File: config.mk
export PLATFORM = sky130hd
export DESIGN_NAME = unified_mem_arbiter
export DESIGN_NICKNAME = d
export VERILOG_FILES = /design/src/rtl/unified_mem_arbiter.sv
export SDC_FILE = /design/constraint.sdc
export NUM_CORES = 1
export LEC_CHECK = 0
export BUFFER_PORTS_ARGS = -buffer_cell sky130_fd_sc_hd__buf_2
export CORE_MARGIN = 5
export CORE_UTILIZATION = 30
export DETAILED_ROUTE_END_ITERATION = 7
export GPL_TIMING_DRIVEN = 0
export SLEW_MARGIN = 10
export SYNTH_ARGS = -nofsm -noshare
export SYNTH_HDL_FRONTEND = slang
export SYNTH_SLANG_ARGS = --single-unit
File: constraint.sdc
create_clock -name clk -period 1.8 [get_ports clk]
set_input_delay 0.18 -clock clk [delete_from_list [all_inputs] [get_ports clk]]
set_output_delay 0.18 -clock clk [all_outputs]
set_load 0.01 [all_outputs]
File: src/rtl/unified_mem_arbiter.sv
// Shares one single-port memory between instruction fetch and data access.
// Data wins arbitration, but a run counter bounds how long a pending fetch can starve.
module unified_mem_arbiter #(
  parameter int ADDR_W    = 32,
  parameter int DATA_W    = 32,
  parameter int MAX_D_RUN = 4
) (
  input  logic              clk,
  input  logic              rst,
  input  logic              i_req,
  input  logic [ADDR_W-1:0] i_addr,
  output logic              i_valid,
  output logic [DATA_W-1:0] i_rdata,
  input  logic              d_req,
  input  logic              d_we,
  input  logic [ADDR_W-1:0] d_addr,
  input  logic [DATA_W-1:0] d_wdata,
  output logic              d_valid,
  output logic [DATA_W-1:0] d_rdata,
  output logic              stall_if,
  output logic              stall_mem,
  output logic              mem_req,
  output logic              mem_we,
  output logic [ADDR_W-1:0] mem_addr,
  output logic [DATA_W-1:0] mem_wdata,
  input  logic              mem_ack,
  input  logic [DATA_W-1:0] mem_rdata
);

  typedef enum logic [1:0] {IDLE, BUSY_I, BUSY_D} state_t;

  localparam logic [3:0] MAX_RUN = 4'(MAX_D_RUN);

  state_t              state_q, state_d;
  logic [3:0]          d_run_q, d_run_d;
  logic                mem_req_q, mem_req_d;
  logic                mem_we_q, mem_we_d;
  logic [ADDR_W-1:0]   mem_addr_q, mem_addr_d;
  logic [DATA_W-1:0]   mem_wdata_q, mem_wdata_d;
  logic                i_valid_q, i_valid_d;
  logic                d_valid_q, d_valid_d;
  logic [DATA_W-1:0]   i_rdata_q, i_rdata_d;
  logic [DATA_W-1:0]   d_rdata_q, d_rdata_d;

  always_comb begin
    state_d     = state_q;
    d_run_d     = d_run_q;
    mem_req_d   = 1'b0;
    mem_we_d    = mem_we_q;
    mem_addr_d  = mem_addr_q;
    mem_wdata_d = mem_wdata_q;
    i_valid_d   = 1'b0;
    d_valid_d   = 1'b0;
    i_rdata_d   = i_rdata_q;
    d_rdata_d   = d_rdata_q;
    case (state_q)
      IDLE: begin
        // The run only grows while a fetch is actually waiting behind the data grants.
        if (d_req && (!i_req || d_run_q < MAX_RUN)) begin
          state_d     = BUSY_D;
          mem_req_d   = 1'b1;
          mem_we_d    = d_we;
          mem_addr_d  = d_addr;
          mem_wdata_d = d_wdata;
          if (!i_req)
            d_run_d = '0;
          else if (d_run_q < MAX_RUN)
            d_run_d = d_run_q + 4'd1;
        end else if (i_req) begin
          state_d    = BUSY_I;
          mem_req_d  = 1'b1;
          mem_we_d   = 1'b0;
          mem_addr_d = i_addr;
          d_run_d    = '0;
        end
      end
      BUSY_I: begin
        if (mem_ack) begin
          state_d   = IDLE;
          i_valid_d = 1'b1;
          i_rdata_d = mem_rdata;
        end
      end
      BUSY_D: begin
        if (mem_ack) begin
          state_d   = IDLE;
          d_valid_d = 1'b1;
          if (!mem_we_q)
            d_rdata_d = mem_rdata;
        end
      end
      default: state_d = IDLE;
    endcase
  end

  always_ff @(posedge clk) begin
    if (rst) begin
      state_q     <= IDLE;
      d_run_q     <= '0;
      mem_req_q   <= 1'b0;
      mem_we_q    <= 1'b0;
      mem_addr_q  <= '0;
      mem_wdata_q <= '0;
      i_valid_q   <= 1'b0;
      d_valid_q   <= 1'b0;
      i_rdata_q   <= '0;
      d_rdata_q   <= '0;
    end else begin
      state_q     <= state_d;
      d_run_q     <= d_run_d;
      mem_req_q   <= mem_req_d;
      mem_we_q    <= mem_we_d;
      mem_addr_q  <= mem_addr_d;
      mem_wdata_q <= mem_wdata_d;
      i_valid_q   <= i_valid_d;
      d_valid_q   <= d_valid_d;
      i_rdata_q   <= i_rdata_d;
      d_rdata_q   <= d_rdata_d;
    end
  end

  assign mem_req   = mem_req_q;
  assign mem_we    = mem_we_q;
  assign mem_addr  = mem_addr_q;
  assign mem_wdata = mem_wdata_q;
  assign i_valid   = i_valid_q;
  assign d_valid   = d_valid_q;
  assign i_rdata   = i_rdata_q;
  assign d_rdata   = d_rdata_q;
  assign stall_if  = i_req & ~i_valid_q;
  assign stall_mem = d_req & ~d_valid_q;

endmodule

# Word level (Yosys, flattened, before mapping)
# Cells that the tools add are included.
[op_classes] addsub=1 magnitude_cmp=1 n_eq_ne=5 mux=15 bitwise=8 n_reduce_logical=15
[ops] operator="$mux 32" count=2
[ops] operator="$mux 4" count=4
[ops] operator="$reduce_and 2->1" count=4
[ops] operator="$reduce_or 2->1" count=4
[ops] operator="$mux 2" count=3
[ops] operator="$ne 3x3->1 const B" count=2
[ops] operator="$not 1->1" count=6
[ops] operator="$reduce_and 3->1" count=2
[ops] operator="$mux 1" count=5
[ops] operator="$add 4x1->4 const B" count=1
[ops] operator="$lt 4x3->1 const B" count=1
[ops] operator="$pmux 2 s2" count=1
[ops] operator="$and 1x1->1" count=2
[ops] operator="$eq 2x1->1 const B" count=1
[ops] operator="$eq 2x2->1 const B" count=1
[ops] operator="$logic_not 2->1" count=1
[ops] operator="$ne 2x1->1 const B" count=1
[ops] operator="$reduce_bool 2->1" count=1
[ops] operator="$logic_and 1x1->1" count=1
[ops] operator="$logic_not 1->1" count=1
[ops] operator="$logic_or 1x1->1" count=1
[word_totals] regBits=138 input_bits=134 out_inout_bits=134 wordCells=55

# Depth between registers and ports, before layout
[logic_depth] depth_word=5 ltp_mapped=7 depth_no_buf=5

# Least setup slack after synthesis
# Ideal clock, no wire load.
[synth_timing] path_kind="reg2reg" startpoint="reg state_q[0]" endpoint="reg mem_addr_q[25] (netlist: mem_addr[25])" setup_ns=0.119 arrival_ns=1.227 t_required_ns=1.681 slack_ns=0.453 stages_incl_launch_ff=8 path_buffers=2 synth_period_minus_slack_ns=1.347 path_cell_list="dfxtp_1 > inv_1 > ha_1 > o21ai_1 > buf_4 > buf_4 > a31oi_1 > a21oi_1"
[synth_via] elab_chain_cells=2
[synth_lines] element="start: declaration" line_no="34" rtl="state_t state_q, state_d;"
[synth_lines] element="start signal: assignment" line_no="109" rtl="state_q <= state_d;"
[synth_lines] element="$logic_not 2->1" line_no="56" rtl="case (state_q)"
[synth_lines] element="$reduce_and 2->1 (no source line)"
[synth_lines] element="end signal: assignment" line_no="113" rtl="mem_addr_q <= mem_addr_d;"
[synth_lines] element="end: declaration" line_no="38" rtl="logic [ADDR_W-1:0] mem_addr_q, mem_addr_d;"
# No other way between the ends.
# A chain may end at the register's enable or synchronous reset.

# Worst setup path after layout
# Ends and elaborated chain as after synthesis.

==> results.cfg <==
[job]
max_cap_violations = 0

[cts]
clock_path_buffers = 2
htree_levels = 4
cts_setup_buffers = 0
clk_pin_slew_ps = 60
clock_sinks = 138
cts_tree = yes
clock_latency_ps = 420
cts_made_buffers = 17
cts_root_buf = clkbuf_16

[route]
avgViaCountPerCell = 4.73
antenna_left = 0
wl_mm = 18.9
firstDrtPassIters = 5
wl_per_cell_um = 15.4
drt_iter0_drc = 291
vias = 5812
drc = 0

[global_route]
grt_pass1_vias = 5764
globalRouteOverflowTotal = 0
globalRouteTotalUtil_pct = 17.6
grt_antenna_before_repair = 1
grt_pass1_wl_mm = 29.3
grt_max_degree = 17

[timing]
hold_viol_final = 0
max_freq_ghz = 0.617
tightest_slew_ps = 571
relSlewSlack_pct = 61.9
rsz0062_at_grt = no
drv_slew = 0
fin_crit_ps = 1620
setup_viol = 0
hold_slack_ps = 14.6
fin_worst_skew_ps = 7.66
setup_tns_ps = 0
period_share_pct = 90.0
fin_ws_ps = 180

[yosys]
synth-seq-cells = 138
async_reset_ff_share_pct = 0
synth_area_mm2 = 0.00542
syn_inst = 656
yosys_warnings = 0
synth_fp_nets = 794
synth_seq_area_share_pct = 51.0
synth_top_flop_cell = dfxtp_1
synth_edf_count = 0
synth_cell_type_count = 35
syn_area_per_cell_um2 = 8.25

[critical_path]
cp_max_fo = 10
cpPeakStageDelay_ps = 330
crit_family = buffers and inverters
critPathMostFrequentCell = buf_4
critPathArrivalTime_ps = 1930
worst-path-stages = 7
end_kind = flop
path_class = flop to flop
crit_required_ps = 2110
rr_worst_depth = 7
cpMaxStageDelayCell = dfxtp_1
crit_chain = inv_1, ha_1, o21ai_1, buf_4, buf_4, a31oi_1, a21oi_1
cp_num_buf_inv = 3
worst_setup_path_start_kind = flop

[final_layout]
layout_common_cells = buf_2, nand2_1, dfxtp_1, a21oi_1, o21ai_0
design_area_mm2 = 0.00809
drive_above_1_share_pct = 32.8
final_common_cell = buf_2
final_core_util_pct = 45.3
final_cells = 1230
syn2layout_area_growth_pct = 49.4
fillers = 1794
nets = 1125

[die]
num_io_pins = 268
start_util_pct = 30.4
die_area_mm2 = 0.0208
fp-row-count = 49
fp.dieH_um = 144
core_area_mm2 = 0.0178
die_w_um = 144

[pwr]
p_leak_nw = 3.69
p_total_mw = 8.26
peakVddDrop_mv = 0.612
pwr_density_cell_mw_per_mm2 = 1020

[placement]
placed_cell_area_mm2 = 0.00703
place_ws_ps = 109
dp_cells = 1150
numPortBuffers = 265
dp_hpwl_mm = 13.7
place_congestion = 0.809

[min_path]
whs_path_depth = 3
hold_path.class = primary input to flop

[run_status]
status = finished clean
==> where the power goes <==
group,switching [mW],total [mW],internal [mW]
logic,0.766,1.39,0.623
clock network,1.36,3.47,2.11
registers,0.111,3.40,3.29
==> worst paths after layout <==
| path | from | endpoint | slack (ps) |
|---|---|---|---|
| max reg2reg | state_q[0] | mem_addr[25] | 180 |
| min reg2reg | i_rdata[31] | i_rdata[31] | 450 |
| max | state_q[0] | mem_addr[25] | 180 |
| min | d_wdata[1] | mem_wdata[1] | 10 |
==> registers in the layout, indices dropped and copies added, names as in the netlist <==
name       cells
mem_addr      32
mem_we         1
i_rdata       32
d_valid        1
mem_wdata     32
d_run_q        4
d_rdata       32
state_q        2
i_valid        1
mem_req        1
==> cells in the mapped netlist (2+ instances only) <==
master    instances  share of area, %
inv_2             2              0.14
o211ai_1          2              0.28
mux2i_1          32               5.9
a31oi_1          33               3.8
nor3b_1           2              0.28
nor2_1            4              0.28
clkbuf_1         32               2.2
nand2_1         195                14
buf_2            18               1.7
inv_1             2              0.14
ha_1              4              0.92
and3_1            2              0.23
nor2b_1           2              0.23
nand3_1           2              0.18
o21a_1            2              0.28
buf_4             3              0.42
dfxtp_1         138                51
o21ai_0          52               4.8
a21oi_1          98               9.1
buf_12            3               1.1
o21ai_1          14               1.3
==> cells by family after synthesis <==
logic type	count (synthesis)	synth area share, %
flip-flops	138	51.0
AO/OA/AOI/OAI	206	20.5
XOR/XNOR	1	0.162
buffers and inverters	62	5.96
multiplexers	32	5.92
AND/OR/NAND/NOR	213	15.5
adder cells (fa/ha/maj)	4	0.924
==> tightest hold or removal path: stages <==
cell and delay, ps:
buf_2 100, nand2_1 50, mux2i_1 60
==> routing by layer <==
layer  share of wire, %  vias up  global-route usage [%]
li1                   -     2894                       -
met1                 43     2664                    21.9
met2                 47      209                    28.4
met3                6.4       45                    4.76
met4                3.2        0                    8.39
met5                  0        -                       0
==> layout make-up <==
type | instances | area [um2] | share of cell area [%]
inverters | 4 | 15.0 | 0.186
flip-flops and latches | 138 | 2760 | 34.1
clock buffers | 22 | 464 | 5.74
well taps | 229 | 287 | 3.54
repair buffers | 312 | 1800 | 22.2
multi-input cells | 456 | 2330 | 28.8
plain buffers | 58 | 314 | 3.88
diodes | 1 | 2.50 | 0.0309
clock inverters | 10 | 119 | 1.47
==> what timing repair did <==
| item | CTS | global route |
|---|---|---|
| resized for setup | 0 | 10 |
| hold buffers | 47 | 0 |
| setup endpoints to repair | 0 | 33 |
| hold endpoints to repair | 60 | 0 |
Power figures use the tool's default switching activity.
